File: config.mk
export PLATFORM = sky130hd
export DESIGN_NAME = multi_block_multiplier_flat
export DESIGN_NICKNAME = d
export VERILOG_FILES = /design/src/rtl/multi_block_multiplier.sv /design/src/rtl/multi_block_multiplier_if.sv /design/src/flat_wrapper.sv
export SDC_FILE = /design/constraint.sdc
export NUM_CORES = 2
export LEC_CHECK = 0
export BUFFER_PORTS_ARGS = -buffer_cell sky130_fd_sc_hd__buf_2
export CAP_MARGIN = 10
export CORE_AREA = 2 2 378 380
export DETAILED_ROUTE_END_ITERATION = 10
export DIE_AREA = 0 0 380 382
export PLACE_DENSITY_LB_ADDON = 0.3
export RECOVER_POWER = 100
export SKIP_LAST_GASP = 1
export SLEW_MARGIN = 20
export SYNTH_ARGS = -nofsm -noshare
export SYNTH_HDL_FRONTEND = slang
export SYNTH_SLANG_ARGS = --single-unit
File: constraint.sdc
create_clock -name clk_i -period 15.8 [get_ports clk_i]
set_input_delay 0.79 -clock clk_i [delete_from_list [all_inputs] [get_ports clk_i]]
set_output_delay 0.79 -clock clk_i [all_outputs]
set_load 0.02 [all_outputs]
File: src/rtl/multi_block_multiplier.sv
// multi_block_multiplier: sequential schoolbook multiplier over 16-bit limbs; MULT_EARLY_ZERO_EN short-circuits zero operands
package multiplier_pkg;
    localparam int BLOCK_LENGTH = 16;
endpackage

module multiplier_16x16 (
    input  logic        clk_i,
    input  logic        rst_ni,
    input  logic [15:0] a_i,
    input  logic [15:0] b_i,
    output logic [31:0] p_o
);
    always_ff @(posedge clk_i or negedge rst_ni)
        if (!rst_ni) p_o <= '0;
        else p_o <= a_i * b_i;
endmodule

module multi_block_multiplier
    import multiplier_pkg::*;
#(
    parameter int NUM_BLOCKS = 4
) (
    input  logic clk_i,
    input  logic rst_ni,
    multi_block_multiplier_if.slave bus
);
    localparam int BL = BLOCK_LENGTH;
    localparam int W  = NUM_BLOCKS * BL;
    localparam int IW = NUM_BLOCKS > 1 ? $clog2(NUM_BLOCKS) : 1;
    localparam int SW = $clog2(2 * NUM_BLOCKS);
    localparam logic [IW-1:0] LAST = IW'(NUM_BLOCKS - 1);

    typedef enum logic [1:0] {IDLE, ISSUE, DRAIN, DONE} state_t;
    state_t state, state_nx;

    logic [W-1:0]    a_q, b_q;
    logic [IW-1:0]   i_q, j_q;
    logic [SW-1:0]   sh_q;
    logic            p_vld;
    logic [BL-1:0]   a_limb, b_limb;
    logic [2*BL-1:0] prod;
    logic [2*W-1:0]  acc, acc_sum, res_q;
    logic            early_zero, accept, last_pair;

`ifdef MULT_EARLY_ZERO_EN
    assign early_zero = (bus.indata_a == '0) || (bus.indata_b == '0);
`else
    assign early_zero = 1'b0;
`endif

    assign accept    = (state == IDLE) && bus.start;
    assign last_pair = (i_q == LAST) && (j_q == LAST);
    assign a_limb    = a_q[i_q*BL +: BL];
    assign b_limb    = b_q[j_q*BL +: BL];
    // product in flight belongs to the pair issued last cycle, tracked by p_vld/sh_q
    assign acc_sum   = acc + (p_vld ? ((2*W)'(prod) << (sh_q * BL)) : '0);

    assign bus.busy      = state != IDLE;
    assign bus.valid     = state == DONE;
    assign bus.outdata_r = res_q;

    multiplier_16x16 u_mul (
        .clk_i  (clk_i),
        .rst_ni (rst_ni),
        .a_i    (a_limb),
        .b_i    (b_limb),
        .p_o    (prod)
    );

    always_ff @(posedge clk_i or negedge rst_ni)
        if (!rst_ni) state <= IDLE;
        else state <= state_nx;

    always_comb begin
        state_nx = state;
        case (state)
            IDLE:    state_nx = bus.start ? (early_zero ? DONE : ISSUE) : IDLE;
            ISSUE:   state_nx = last_pair ? DRAIN : ISSUE;
            DRAIN:   state_nx = DONE;
            default: state_nx = IDLE;
        endcase
    end

    always_ff @(posedge clk_i or negedge rst_ni) begin
        if (!rst_ni) begin
            a_q   <= '0;
            b_q   <= '0;
            i_q   <= '0;
            j_q   <= '0;
            sh_q  <= '0;
            p_vld <= 1'b0;
            acc   <= '0;
            res_q <= '0;
        end else begin
            p_vld <= state == ISSUE;
            sh_q  <= SW'(i_q) + SW'(j_q);
            if (accept) begin
                a_q   <= bus.indata_a;
                b_q   <= bus.indata_b;
                i_q   <= '0;
                j_q   <= '0;
                acc   <= '0;
                res_q <= '0;
            end else if (state == ISSUE) begin
                j_q <= (j_q == LAST) ? '0 : j_q + 1'b1;
                i_q <= (j_q == LAST) ? i_q + 1'b1 : i_q;
                acc <= acc_sum;
            end else if (state == DRAIN) begin
                acc   <= acc_sum;
                res_q <= acc_sum;
            end
        end
    end
endmodule

File: src/rtl/multi_block_multiplier_if.sv
// multi_block_multiplier_if: request/result bus of the multi-block multiplier
interface multi_block_multiplier_if #(
    parameter int W = 64
);
    logic           start;
    logic [W-1:0]   indata_a;
    logic [W-1:0]   indata_b;
    logic           busy;
    logic           valid;
    logic [2*W-1:0] outdata_r;
    modport master (output start, indata_a, indata_b, input busy, valid, outdata_r);
    modport slave  (input start, indata_a, indata_b, output busy, valid, outdata_r);
endinterface

File: src/flat_wrapper.sv
// flat-port wrapper written by rule: the top's interface ports become plain ports
module multi_block_multiplier_flat import multiplier_pkg::*;
#(
    parameter int NUM_BLOCKS = 4
)
  (clk_i, rst_ni, bus_start, bus_indata_a, bus_indata_b, bus_busy, bus_valid, bus_outdata_r);
  multi_block_multiplier_if #(.W((64))) bus_i ();
  input  logic clk_i;
  input  logic rst_ni;
  input wire logic [$bits(bus_i.start)-1:0] bus_start;
  input wire logic [$bits(bus_i.indata_a)-1:0] bus_indata_a;
  input wire logic [$bits(bus_i.indata_b)-1:0] bus_indata_b;
  output wire logic [$bits(bus_i.busy)-1:0] bus_busy;
  output wire logic [$bits(bus_i.valid)-1:0] bus_valid;
  output wire logic [$bits(bus_i.outdata_r)-1:0] bus_outdata_r;
  assign bus_i.start = bus_start;
  assign bus_i.indata_a = bus_indata_a;
  assign bus_i.indata_b = bus_indata_b;
  assign bus_busy = bus_i.busy;
  assign bus_valid = bus_i.valid;
  assign bus_outdata_r = bus_i.outdata_r;
  multi_block_multiplier #(.NUM_BLOCKS(NUM_BLOCKS)) u_core (.clk_i(clk_i), .rst_ni(rst_ni), .bus(bus_i));
endmodule
# Word level (Yosys, flattened, before mapping)
# Index checks and enable logic that the tools add are counted.
dict set report totals {
  wordCells 49
  input_bits 131
  output_inout_bits 130
  reg_bits 426
}
dict set report op_classes {
  mux 15
  add_sub_neg 4
  n_reduce_logical 10
  multipliers 1
  eq_ne 6
  shift 3
}
# cell count
set ops {}
lappend ops {{two-way mux 128 bit} 6}
lappend ops {{adder 128 bit} 1}
lappend ops {{variable part select 64 x 7 -> 16 bit} 2}
lappend ops {{<< shifter 32 x 7 -> 128 bit} 1}
lappend ops {{multiplier 16 x 16 -> 32 bit} 1}
lappend ops {{two-way mux 2 bit} 7}
lappend ops {{equality test 2 bit (second input constant)} 4}
lappend ops {{nonzero test 2 bit} 4}
lappend ops {{one-hot mux 2 bit (3 select lines)} 1}
lappend ops {{adder 2 x 1 -> 2 bit (second input constant)} 2}
lappend ops {{AND reduction 2 bit} 2}
lappend ops {{adder 2 x 2 -> 3 bit} 1}
lappend ops {{nonzero test 3 bit} 1}
lappend ops {{equality test 2 x 1 -> 1 bit (second input constant)} 1}
lappend ops {{logical AND 1 bit} 2}
lappend ops {{logical NOT 2 bit} 1}
lappend ops {{!= test 2 x 1 -> 1 bit (second input constant)} 1}
lappend ops {{two-way mux 1 bit} 1}

# Longest topological paths before layout
dict set report logic_depth {
  ltp_word 6
  depth_mapped 30
  depth_no_buf 28
}

# Modules after synthesis
# From an unflattened synthesis, not the netlist that was laid out.
dict set report hier_totals {
  cells_unflattened 4013
  hier_area_um2 34513.1
}
# module seq_area_each_um2 area_per_inst_um2 instances cells_each
set by_module_without_submodules {}
lappend by_module_without_submodules {multi_block_multiplier 9859.5 25155.4 1 2993}
lappend by_module_without_submodules {multiplier_16x16 800.8 9357.7 1 1020}

# Least setup slack after synthesis
# Ideal clock, no wire load.
dict set report synth_timing {
  path_type {reg-to-reg}
  startpoint {register u_core.i_q[1]}
  endpoint {register u_core.u_mul.p_o[30]}
  required_time_ns 15.720
  path_slack_ns 8.419
  path_stages_with_launch 26
  arrival_time_ns 7.301
  setup_time_ns 0.080
  synth_period_minus_slack_ns 7.381
  n_path_buf 2
  cell_sequence {dfrtp_1 buf_1 clkbuf_1 mux2_2 o21ai_1 nor2_1 fa_1 inv_1 fa_1 fa_1 fa_1 inv_1 fa_1 inv_1 fa_1 inv_1 ha_1 or2_2 a21oi_1 a211oi_1 o21ai_0 a21oi_1 a41o_1 a311o_1 a21oi_1 xnor2_1}
}
dict set report synth_via {
  elab_chain_cells 2
}
# item line_no
set synth_lines {}
lappend synth_lines {{from (decl)} multi_block_multiplier.sv:37} ;# logic [IW-1:0] i_q, j_q;
lappend synth_lines {{from (signal assigned)} multi_block_multiplier.sv:106} ;# i_q <= (j_q == LAST) ? i_q + 1'b1 : i_q;
lappend synth_lines {{variable part select 64 x 7 -> 16 bit} multi_block_multiplier.sv:53} ;# assign a_limb = a_q[i_q*BL +: BL];
lappend synth_lines {{multiplier 16 x 16 -> 32 bit} multi_block_multiplier.sv:15} ;# else p_o <= a_i * b_i;
lappend synth_lines {{to (signal assigned)} multi_block_multiplier.sv:15}
lappend synth_lines {{to (decl)} multi_block_multiplier.sv:11} ;# output logic [31:0] p_o
# No other way between the ends.
# A chain may end at the register's enable or synchronous reset.

# Worst setup path after layout
dict set report layout_timing {
  startpoint {register u_core.i_q[0]}
  endpoint {register u_core.u_mul.p_o[30]}
}
# Same word-level chain as after synthesis.

==> metrics.txt <==
status finished with violations; failing checks capacitance limit, slew limit; setup bufs post-CTS 0; Rows 138; Total GRT Usage 17.4%; DRC 0; Worst R2R Path Depth 24; Avg Inst Size Synth 8.49 um2; vias 30,200; Storage cell area 0.0107 mm2; Crit Path Class reg -> reg; CTS root buffer clkbuf_16; synth top area cells dfrtp_1 30%, fa_1 11%, ha_1 8.5%, nand2_1 8.4%, nor2_1 4.7%; most common cell in the netlist nand2_1; DIE HEIGHT 382 um; Worst Tran Pin Value 6.16 ns; core box area 0.141 mm2; routed vias/inst 4.89; DR WL/cell 20.9 um; Slew HR -310%; Final ANT Viol Nets 0; clk_lat worst skew 0.67 ns; Critical Path Fanout Max 43; Routed WL 129,000 um; syn_nets 4,690; final setup violation count 0; hold buffers post-CTS 0; Pre-Repair DR Iteration Count 9; initial antenna violation count 1; WP data arrival 9.56 ns; largest family of logic cells by synthesized area adder cells; Max-cap violations 11; fmax 0.111 GHz; Yosys warning count 0; Synth top cells by count 779 x nand2_1, 434 x nor2_1, 426 x dfrtp_1; share of cells above drive strength 1 7.38%; async set or reset register ratio after synthesis 100%; CTS sink cnt 426; RSZ-0062 raised after global routing no; P&R area growth vs syn 13.5%; final period utilization 56.9%; number of inserted diodes 0; fin nets 4,822; CP startpoint kind flop; first-pass GRT wire length 194,000 um; clock buffer depth 3; HP Class in -> reg; Synth Area in Adders 19.7%; final hold slack 0.345 ns; largest net degree at the start of global routing 135; hold path depth 3; count of final hold-check violations 0; reg2reg end u_core.u_mul.p_o[30]; cell taking the most area after synthesis dfrtp_1; Synth top area share 30.5%; Worst-path clk slew 0.06 ns; post-synthesis xor/xnor area fraction 3.85%; Die Area 0.145 mm2; Tmin final 8.98 ns; Setup TNS 0 ns; die width 380 um; CTS buffer count 54; post-synthesis mux area share 4.81%; gp weighted congestion 0.984; post-cts resize count 0; cells after synthesis 4,125; end of the worst hold path u_core.b_q[59]; Netlist cell types 81; GR Overflow Total 0; Worst Path Required 16.38 ns; sequential area share after synthesis 30.5%; Slew Viols, Final 730; FF+latch count, synth 426; Clock Skews 0.0573 ns; H-tree levels 2; IO Pins 261; CTS tree done; prevailing post-synth register cell dfrtp_1; Post-Syn Area 0.0350 mm2; critical path capture point type flop; number of buffers added on ports 260; Hold Startpoint bus_indata_b[59]; area of the multi-input gates 0.0223 mm2; Util after Layout 28.2%; R2R setup slack 6.82 ns; compound-cell area share of the yosys netlist 16.6%; RR Startpoint u_core.i_q[0]; initial DRC count 2,586; HPWL Detailed 101,000 um; vias in the first global route 30,300; EDFF count, synth 0; fillers 15,400; simple-gate share of the synthesized area 18.8%; initial core utilization 24.8%
cells in the final DEF, fill, tap and decap left out, drive strengths merged, types with 17 or more instances in the layout:
cell / count
a21oi: 238
a31oi: 17
o21ai: 213
a22o: 78
buf: 165
nor2b: 42
clkbuf: 209
nor2: 434
mux2: 22
a211oi: 28
nor3: 49
xor2: 54
or3: 18
a21o: 65
dfrtp: 426
nand2b: 21
and2: 44
xnor2: 100
a22oi: 30
nand3: 35
inv: 294
nand2: 779
o31ai: 27
nand4: 69
o21bai: 46
ha: 238
mux2i: 121
fa: 196
o21a: 41
state kept, by name, summed over array words and instances, names as in the netlist:
register	flops
u_core.sh_q	3
u_core.b_q	64
u_core.state	2
u_core.p_vld	1
u_core.j_q	2
u_core.acc	128
u_core.u_mul.p_o	32
u_core.bus.outdata_r	128
u_core.a_q	64
u_core.i_q	2
layout make-up:
cell class,instances,area share (%)
Multi-Input combinational cell,3176,56.1
Sequential cell,426,26.8
Clock buffer,64,3.65
Inverter,289,2.73
Timing Repair Buffer,310,3.71
Clock inverter,32,1.07
Tap cell,1890,5.95
worst max-delay path by stage:
stage / slack [ns] / startpoint / to / cells after the start
after floorplan: 8.42 / u_core.i_q[1] / u_core.u_mul.p_o[30] / 25
after global placement: 7.79 / u_core.j_q[1] / u_core.u_mul.p_o[30] / 24
after detailed placement: 7.75 / u_core.j_q[1] / u_core.u_mul.p_o[30] / 24
after CTS: 7.72 / u_core.j_q[1] / u_core.u_mul.p_o[30] / 24
after global routing: 5.31 / rst_ni / u_core.a_q[44] / 3
final: 6.82 / u_core.i_q[0] / u_core.u_mul.p_o[30] / 24
metrics by stage:
stage | area [um2] | std cells | setup slack, ns
floorplan | 35000 | 4125 | 8.42
global placement | 38200 | 6091 | 7.79
detailed placement | 38200 | 6091 | 7.75
CTS | 40100 | 6187 | 7.72
global route | 39700 | 6187 | 5.31
finish | 39700 | 6187 | 6.82
critical path: stages (launching register included):
cell and delay (ns):
dfrtp_1 0.32, clkbuf_1 1.53, o21ai_0 1.02, or2_2 0.55, fa_1 0.42, fa_1 0.50, fa_1 0.51, inv_1 0.04
ha_1 0.30, fa_1 0.53, inv_1 0.05, fa_1 0.52, inv_1 0.04, ha_1 0.36, and4_1 0.24, nand2_1 0.06
nand2_1 0.04, a21oi_1 0.21, a211oi_1 0.15, o21ai_0 0.28, a21oi_1 0.19, a41o_1 0.30, a311o_1 0.35, a21oi_1 0.19
xnor2_1 0.15
logic make-up (layout without fill, tap and decap cells):
family,count (synthesis),after routing
mux,153,153
buf+inv,523,695
xor+xnor,154,154
fa+ha+maj,434,434
compound gates,885,885
simple gates,1550,1550
flops,426,426
layer usage:
metal | track usage [%] | routed length, um | up-vias
met3 | 2.71 | 7310 | 186
met2 | 28.5 | 59300 | 915
met4 | 6.07 | 4850 | 2
met1 | 23.2 | 57600 | 14900
met5 | 0 | 13 | -
li1 | - | - | 14200
Power is left out: the tool's default activity adds up to more than one toggle a clock period on the data nets, which glitch-free logic cannot reach.
